`config.mk`:
```
export PLATFORM = sky130hd
export DESIGN_NAME = ascon_wb_master
export DESIGN_NICKNAME = d
export VERILOG_FILES = /design/src/rtl/ascon_wb_master.sv
export SDC_FILE = /design/constraint.sdc
export NUM_CORES = 1
export LEC_CHECK = 0
export CAP_MARGIN = 20
export CORE_UTILIZATION = 47
export CTS_BUF_LIST = sky130_fd_sc_hd__clkbuf_8
export DETAILED_ROUTE_END_ITERATION = 10
export PLACE_DENSITY_LB_ADDON = 0.08
export RECOVER_POWER = 100
export SYNTH_ARGS = -nofsm -noshare
export SYNTH_HDL_FRONTEND = slang
export SYNTH_SLANG_ARGS = --single-unit
```
`constraint.sdc`:
```
create_clock -name wb_clk_i -period 16.4 [get_ports wb_clk_i]
set_input_delay 4.1 -clock wb_clk_i [delete_from_list [all_inputs] [get_ports wb_clk_i]]
set_output_delay 4.1 -clock wb_clk_i [all_outputs]
set_load 0.005 [all_outputs]
```
`src/rtl/ascon_wb_master.sv`:
```
// ascon_wb_master: Wishbone master that loads key/nonce, starts the ASCON core, polls status and reads back the tag.
module ascon_wb_master #(
  parameter logic [31:0] BASE_ADDR   = 32'h3000_0000,
  parameter int          ACK_TIMEOUT = 16,
  parameter int          POLL_LIMIT  = 1024
) (
  input  logic         wb_clk_i,
  input  logic         wb_rst_i,
  output logic         wbm_cyc_o,
  output logic         wbm_stb_o,
  output logic         wbm_we_o,
  output logic [3:0]   wbm_sel_o,
  output logic [31:0]  wbm_adr_o,
  output logic [31:0]  wbm_dat_o,
  input  logic [31:0]  wbm_dat_i,
  input  logic         wbm_ack_i,
  input  logic         cmd_valid,
  output logic         cmd_ready,
  input  logic [1:0]   cmd_mode,
  input  logic [4:0]   cmd_ad_len,
  input  logic [6:0]   cmd_datalen,
  input  logic [127:0] cmd_key,
  input  logic [127:0] cmd_nonce,
  output logic [127:0] tag_o,
  output logic         done_o,
  output logic         err_o
);
  typedef enum logic [2:0] {IDLE, WR_KEY, WR_NONCE, WR_CTRL, POLL, RD_TAG, DONE, ERR} state_t;
  state_t state_q, state_d;
  logic [1:0] idx_q, idx_d, mode_q, mode_d;
  logic [15:0] to_q, to_d, poll_q, poll_d;
  logic busy_q, busy_d, stb_q, stb_d, we_q, we_d;
  logic [31:0] adr_q, adr_d, dat_q, dat_d, wdat;
  logic [127:0] tag_q, tag_d, key_q, key_d, nonce_q, nonce_d;
  logic [4:0] ad_q, ad_d, widx;
  logic [6:0] len_q, len_d;
  logic bus, ack;
  assign wbm_cyc_o = stb_q;
  assign wbm_stb_o = stb_q;
  assign wbm_we_o  = we_q;
  assign wbm_sel_o = {4{stb_q}};
  assign wbm_adr_o = adr_q;
  assign wbm_dat_o = dat_q;
  assign tag_o     = tag_q;
  assign cmd_ready = state_q == IDLE;
  assign done_o    = state_q == DONE || state_q == ERR;
  assign err_o     = state_q == ERR;
  assign bus       = state_q inside {WR_KEY, WR_NONCE, WR_CTRL, POLL, RD_TAG};
  assign ack       = stb_q & wbm_ack_i;
  always_comb begin
    widx = state_q == WR_KEY   ? 5'd2 + {3'b0, idx_q} :
           state_q == WR_NONCE ? 5'd6 + {3'b0, idx_q} :
           state_q == WR_CTRL  ? 5'd1 :
           state_q == RD_TAG   ? 5'd14 + {3'b0, idx_q} : 5'd0;
    wdat = state_q == WR_KEY   ? key_q[{idx_q, 5'b0} +: 32] :
           state_q == WR_NONCE ? nonce_q[{idx_q, 5'b0} +: 32] :
           state_q == WR_CTRL  ? {16'h0, 1'b1, mode_q, ad_q, 1'b0, len_q} : 32'h0;
    state_d = state_q;
    idx_d   = idx_q;
    to_d    = to_q;
    poll_d  = poll_q;
    busy_d  = busy_q;
    stb_d   = stb_q;
    we_d    = we_q;
    adr_d   = adr_q;
    dat_d   = dat_q;
    tag_d   = tag_q;
    key_d   = key_q;
    nonce_d = nonce_q;
    mode_d  = mode_q;
    ad_d    = ad_q;
    len_d   = len_q;
    if (state_q == IDLE && cmd_valid) begin
      key_d   = cmd_key;
      nonce_d = cmd_nonce;
      mode_d  = cmd_mode;
      ad_d    = cmd_ad_len;
      len_d   = cmd_datalen;
      idx_d   = 2'd0;
      poll_d  = 16'd0;
      busy_d  = 1'b0;
      state_d = WR_KEY;
    end else if (state_q == DONE || state_q == ERR) begin
      state_d = IDLE;
    end else if (bus && !stb_q) begin
      stb_d = 1'b1;
      to_d  = 16'd0;
      we_d  = state_q inside {WR_KEY, WR_NONCE, WR_CTRL};
      adr_d = BASE_ADDR + {25'b0, widx, 2'b00};
      dat_d = wdat;
    end else if (ack) begin
      stb_d = 1'b0;
      we_d  = 1'b0;
      idx_d = (state_q == WR_CTRL || state_q == POLL) ? 2'd0 : idx_q + 2'd1;
      if (state_q == WR_KEY && idx_q == 2'd3) state_d = WR_NONCE;
      if (state_q == WR_NONCE && idx_q == 2'd3) state_d = WR_CTRL;
      if (state_q == WR_CTRL) state_d = POLL;
      if (state_q == POLL) begin
        busy_d = busy_q | wbm_dat_i[3];
        poll_d = poll_q + 16'd1;
        state_d = (busy_q && wbm_dat_i[3:0] == 4'h0) ? RD_TAG :
                  (poll_d == 16'(POLL_LIMIT))        ? ERR : POLL;
      end
      if (state_q == RD_TAG) begin
        tag_d[{idx_q, 5'b0} +: 32] = wbm_dat_i;
        if (idx_q == 2'd3) state_d = DONE;
      end
    end else if (stb_q) begin
      // Timeout counts cycles with stb high, so stb stays up exactly ACK_TIMEOUT cycles.
      if (to_q == 16'(ACK_TIMEOUT - 1)) begin
        stb_d   = 1'b0;
        we_d    = 1'b0;
        state_d = ERR;
      end else begin
        to_d = to_q + 16'd1;
      end
    end
  end
  always_ff @(posedge wb_clk_i or posedge wb_rst_i) begin
    if (wb_rst_i) begin
      state_q <= IDLE;
      idx_q   <= '0;
      to_q    <= '0;
      poll_q  <= '0;
      busy_q  <= 1'b0;
      stb_q   <= 1'b0;
      we_q    <= 1'b0;
      adr_q   <= '0;
      dat_q   <= '0;
      tag_q   <= '0;
      key_q   <= '0;
      nonce_q <= '0;
      mode_q  <= '0;
      ad_q    <= '0;
      len_q   <= '0;
    end else begin
      state_q <= state_d;
      idx_q   <= idx_d;
      to_q    <= to_d;
      poll_q  <= poll_d;
      busy_q  <= busy_d;
      stb_q   <= stb_d;
      we_q    <= we_d;
      adr_q   <= adr_d;
      dat_q   <= dat_d;
      tag_q   <= tag_d;
      key_q   <= key_d;
      nonce_q <= nonce_d;
      mode_q  <= mode_d;
      ad_q    <= ad_d;
      len_q   <= len_d;
    end
  end
endmodule

```
# Word-level counts from Yosys, hierarchy flattened
# Index checks and enable logic that the tools add are counted.
# op_classes
n_bitwise	5
n_addsub	8
eq_ne	15
mux	49
reduce_logical	27
shifts	4
# ops
op	count
$shiftx 128x8->32	2
$mux 16	10
$bwmux 128	1
$shift 32x9->128 const A	1
$shiftx 32x9->128	1
$mux 32	2
$mux 3	12
$add 16x1->16 const B	2
$add 30x7->31 const A	1
$mux 5	4
$eq 16x11->1 const B	1
$eq 16x4->1 const B	1
$mux 2	7
$mux 1	13
$eq 3x3->1 const B	4
$reduce_and 5->1	2
$neg 7->9	1
$reduce_and 3->1	3
$reduce_bool 3->1	3
$reduce_and 4->1	2
$reduce_bool 4->1	2
$eq 3x2->1 const B	2
$reduce_bool 2->1	3
$add 4x2->5 const A	1
18 further kinds	27
# totals
wordCells	123
out_inout_bits	202
input_bits	306
regBits	502

# Logic depth before layout (Yosys ltp)
# depth
depth_word	12
ltp_mapped	8
mapped_depth_nobuf	7

# Least setup slack after synthesis
# OpenSTA, ideal clock, no wires.
# synth_timing
path_kind	input port to flip-flop
start	in wbm_ack_i
end	reg to_q[10]
setup_slack_ns	11.043
setup_time_ns	0.078
stages	5
t_required_ns	16.322
arrival_time_ns	5.279
n_path_buf	0
cell_sequence	and2_0 a41oi_1 nand4_1 or3_1 a21oi_1
# synth_between
elab_chain_cells	3
# synth_rtl
item	line	source
start, declared	16	input logic wbm_ack_i,
$and 1x1->1	49	assign ack = stb_q & wbm_ack_i;
$ne 2x1->1 (no source line)	--	
$reduce_and 5->1 (no source line)	--	
end signal, assigned	139	to_q <= to_d;
end, declared	31	logic [15:0] to_q, to_d, poll_q, poll_d;
# Every way passes these cells.
# A chain may end at the register's enable or synchronous reset.

# Final worst setup path
# layout_timing
start	in cmd_valid
end	reg nonce_q[97]
# layout_between
elab_chain_cells	1
# layout_rtl
item	line	source
start, declared	17	input logic cmd_valid,
$logic_and 1x1->1	73	if (state_q == IDLE && cmd_valid) begin
end signal, assigned	148	nonce_q <= nonce_d;
end, declared	34	logic [127:0] tag_q, tag_d, key_q, key_d, nonce_q, nonce_d;
# Every way passes these cells.

==> flow_summary.ini <==
[global_route]
grt_max_degree = 122
grt_pass1_wl_um = 102000
grt_antenna_before_repair = 8
grt_pass1_vias = 18000
grt_overflow_total = 0
track_usage_pct = 28.2

[die]
io_pins = 508
rows = 77
initial_utilization_pct = 47.8
die_x_um = 215
die_area_um2 = 46000
coreArea_um2 = 44400
die_y_um = 215

[pwr]
leakage_nw = 13.6
total_power_mw = 4.63
power.density_nw_per_um2 = 165
peakVddDrop_uv = 89.9

[route]
drt_iter0_markers = 1729
ant_nets = 0
dr.pass1.iters = 5
routed_wl_um = 64700
via_per_inst = 5.22
drc_errors = 0
post_drt_wl_per_cell_um = 18.4
vias = 18400

[final_layout]
final_common_cell = nand2_1
syn_to_final_growth_pct = 31.8
layout-drive-gt1-share_pct = 5.37
final_cell_mix = nand2_1 (1103), dfrtp_1 (475), clkdlybuf4s50_1 (302)
nets = 3177

[yosys]
syn_area_per_cell_um2 = 8.76
synth_fa_ha_area_share_pct = 0.471
synth.mux.area_fraction_pct = 6.24
synth-simple-area-share_pct = 24.1
synth_cell_type_count = 61
synth_compound_area_share_pct = 8.50
syn_area_um2 = 21200
synth_xor_area_share_pct = 0.536
async_reset_ff_share_pct = 100
synth_top_family_by_area = simple AND/OR/NAND/NOR gates
synth_flop_cell = dfrtp_1
ys_ff_latch = 476
netlist_instances = 2425
yosysWarnings = 0
ys_seq_area_share_pct = 56.1
synth_edf_count = 0

[critical_path]
cp_cell_sequence = dlygate4sd3_1, nor4b_1, clkbuf_1, clkbuf_1, nand2_1, nand2_1
cp.required_ps = 16970
max_stage_delay_ps = 2910
crit_arrival_ps = 11000
worst-setup-path-type = primary input to register
crit_path_max_fanout = 93
end_kind = register
slowest_stage = clkbuf_1
cp-start-kind = primary input

[clock_network]
clockBufferDepth = 3
cts_tree = built
cts-root-buf = clkbuf_8
post_cts_buffers = 0
ctsHoldBuffers = 0
clkLatencyLatePin_ps = 650
cts_buffers = 80
cts.sinks = 476
cts.clk_slew.worst_paths_ps = 60
cts_max_level = 3
post_cts_resized = 0

[worst_hold_path]
min_path_type = register to register

[sta]
finalMaxSlewViolations = 696
hold_viol = 0
setup_violations = 0
setup_tns_ps = 0
grt_setup_unrepaired = false
fmaxAchievable_mhz = 95.9
period_share_pct = 63.6
holdWs_ps = 471
finalCriticalPeriod_ps = 10420
slew_headroom_pct = -175
worstMarginPinSlew_ps = 4120
skew_ps = 32.3
worst_slack_ps = 5980

[placed_design]
io_buffers = 482
gp_congestion = 0.861
pre_cts_ws_ps = 9170
place_hpwl_um = 44000

[run_status]
violations = capacitance limit, slew limit
status = complete, but fails checks

[job]
cap_violations = 10
synthesized netlist by cell type (4+ instances only):
master | count | area, um^2
inv_1 | 9 | 33.8
o21ai_0 | 165 | 826
xor2_1 | 4 | 35.0
o31ai_1 | 8 | 60.1
nor3b_1 | 6 | 45.0
o22ai_1 | 52 | 325
clkbuf_1 | 131 | 492
a21oi_1 | 52 | 260
nor2_1 | 105 | 394
a21o_1 | 4 | 30.0
or3_1 | 6 | 37.5
nand3_1 | 20 | 100
buf_4 | 31 | 233
buf_2 | 8 | 40.0
and3_1 | 8 | 50.1
xnor2_1 | 9 | 78.8
nor3_1 | 8 | 40.0
mux2i_1 | 129 | 1290
ha_1 | 8 | 100
nand4_1 | 8 | 50.1
dfrtp_1 | 476 | 11900
nand2_1 | 1103 | 4140
a2111oi_0 | 14 | 123
area by class of cell:
type | count | area, um^2
antenna | 7 | 17.5
clock buffer | 107 | 1470
clock inverter | 33 | 214
fill | 3797 | 16400
inverter | 9 | 37.5
multi-input combinational | 1787 | 8560
sequential | 476 | 11900
tap | 592 | 741
timing repair buffer | 509 | 5030
worst paths after layout:
check | startpoint | end | slack (ps) | depth (start not counted)
setup / recovery | cmd_valid | nonce_q[97]$_DFFE_PP0P_ | 5980 | 6
hold / removal | tag_o[45]$_DFFE_PP0P_ | tag_o[45]$_DFFE_PP0P_ | 470 | 2
setup reg to reg | state_q[2]$_DFFE_PP0P_ | nonce_q[97]$_DFFE_PP0P_ | 9230 | 5
hold reg to reg | tag_o[45]$_DFFE_PP0P_ | tag_o[45]$_DFFE_PP0P_ | 470 | 2
max in group asynchronous | wb_rst_i | nonce_q[36]$_DFFE_PP0P_ | 6910 | 4
min in group asynchronous | wb_rst_i | key_q[8]$_DFFE_PP0P_ | 5390 | 3
metal layers:
layer | track usage, % | part of all wire [%] | vias to the layer above
li1 | - | - | 8743
met1 | 39.4 | 45 | 8829
met2 | 44.4 | 47 | 666
met3 | 4.48 | 5.4 | 124
met4 | 10.5 | 3.1 | 2
met5 | 0 | 0.026 | -
metrics by stage:
stage,cell area (um^2),cells,utilization (%)
after floorplan,21300,2449,-
after global placement,26300,3367,59.2
after detailed placement,26300,3367,59.2
after CTS,28000,3507,63.0
after global routing,28000,3520,63.0
final,28000,3520,63.0
cells by family after synthesis:
kind of cell             after synthesis
other                                  1
buffers and inverters                186
XOR/XNOR                              13
AND/OR/NAND/NOR                     1292
multiplexers                         132
AO/OA/AOI/OAI                        317
adder cells (fa/ha/maj)                8
flip-flops                           476
where the power goes:
part	switching [mW]	internal, mW
clock	0.482	0.626
sequential	0.269	1.59
combinational	0.960	0.698
flip-flops by register name (all words and copies together), names as in the netlist:
name,count
key_q,128
state_q,3
ad_q,5
to_q,16
wbm_adr_o,6
len_q,7
nonce_q,128
busy_q,1
tag_o,128
wbm_cyc_o,1
idx_q,2
mode_q,2
poll_q,16
wbm_we_o,1
wbm_dat_o,32
critical path: cells and delay by family:
family        cells  cell delay (ps)
buf+inv           3             6160
simple gates      3              700
No activity file was read; power rests on OpenSTA's default activity.
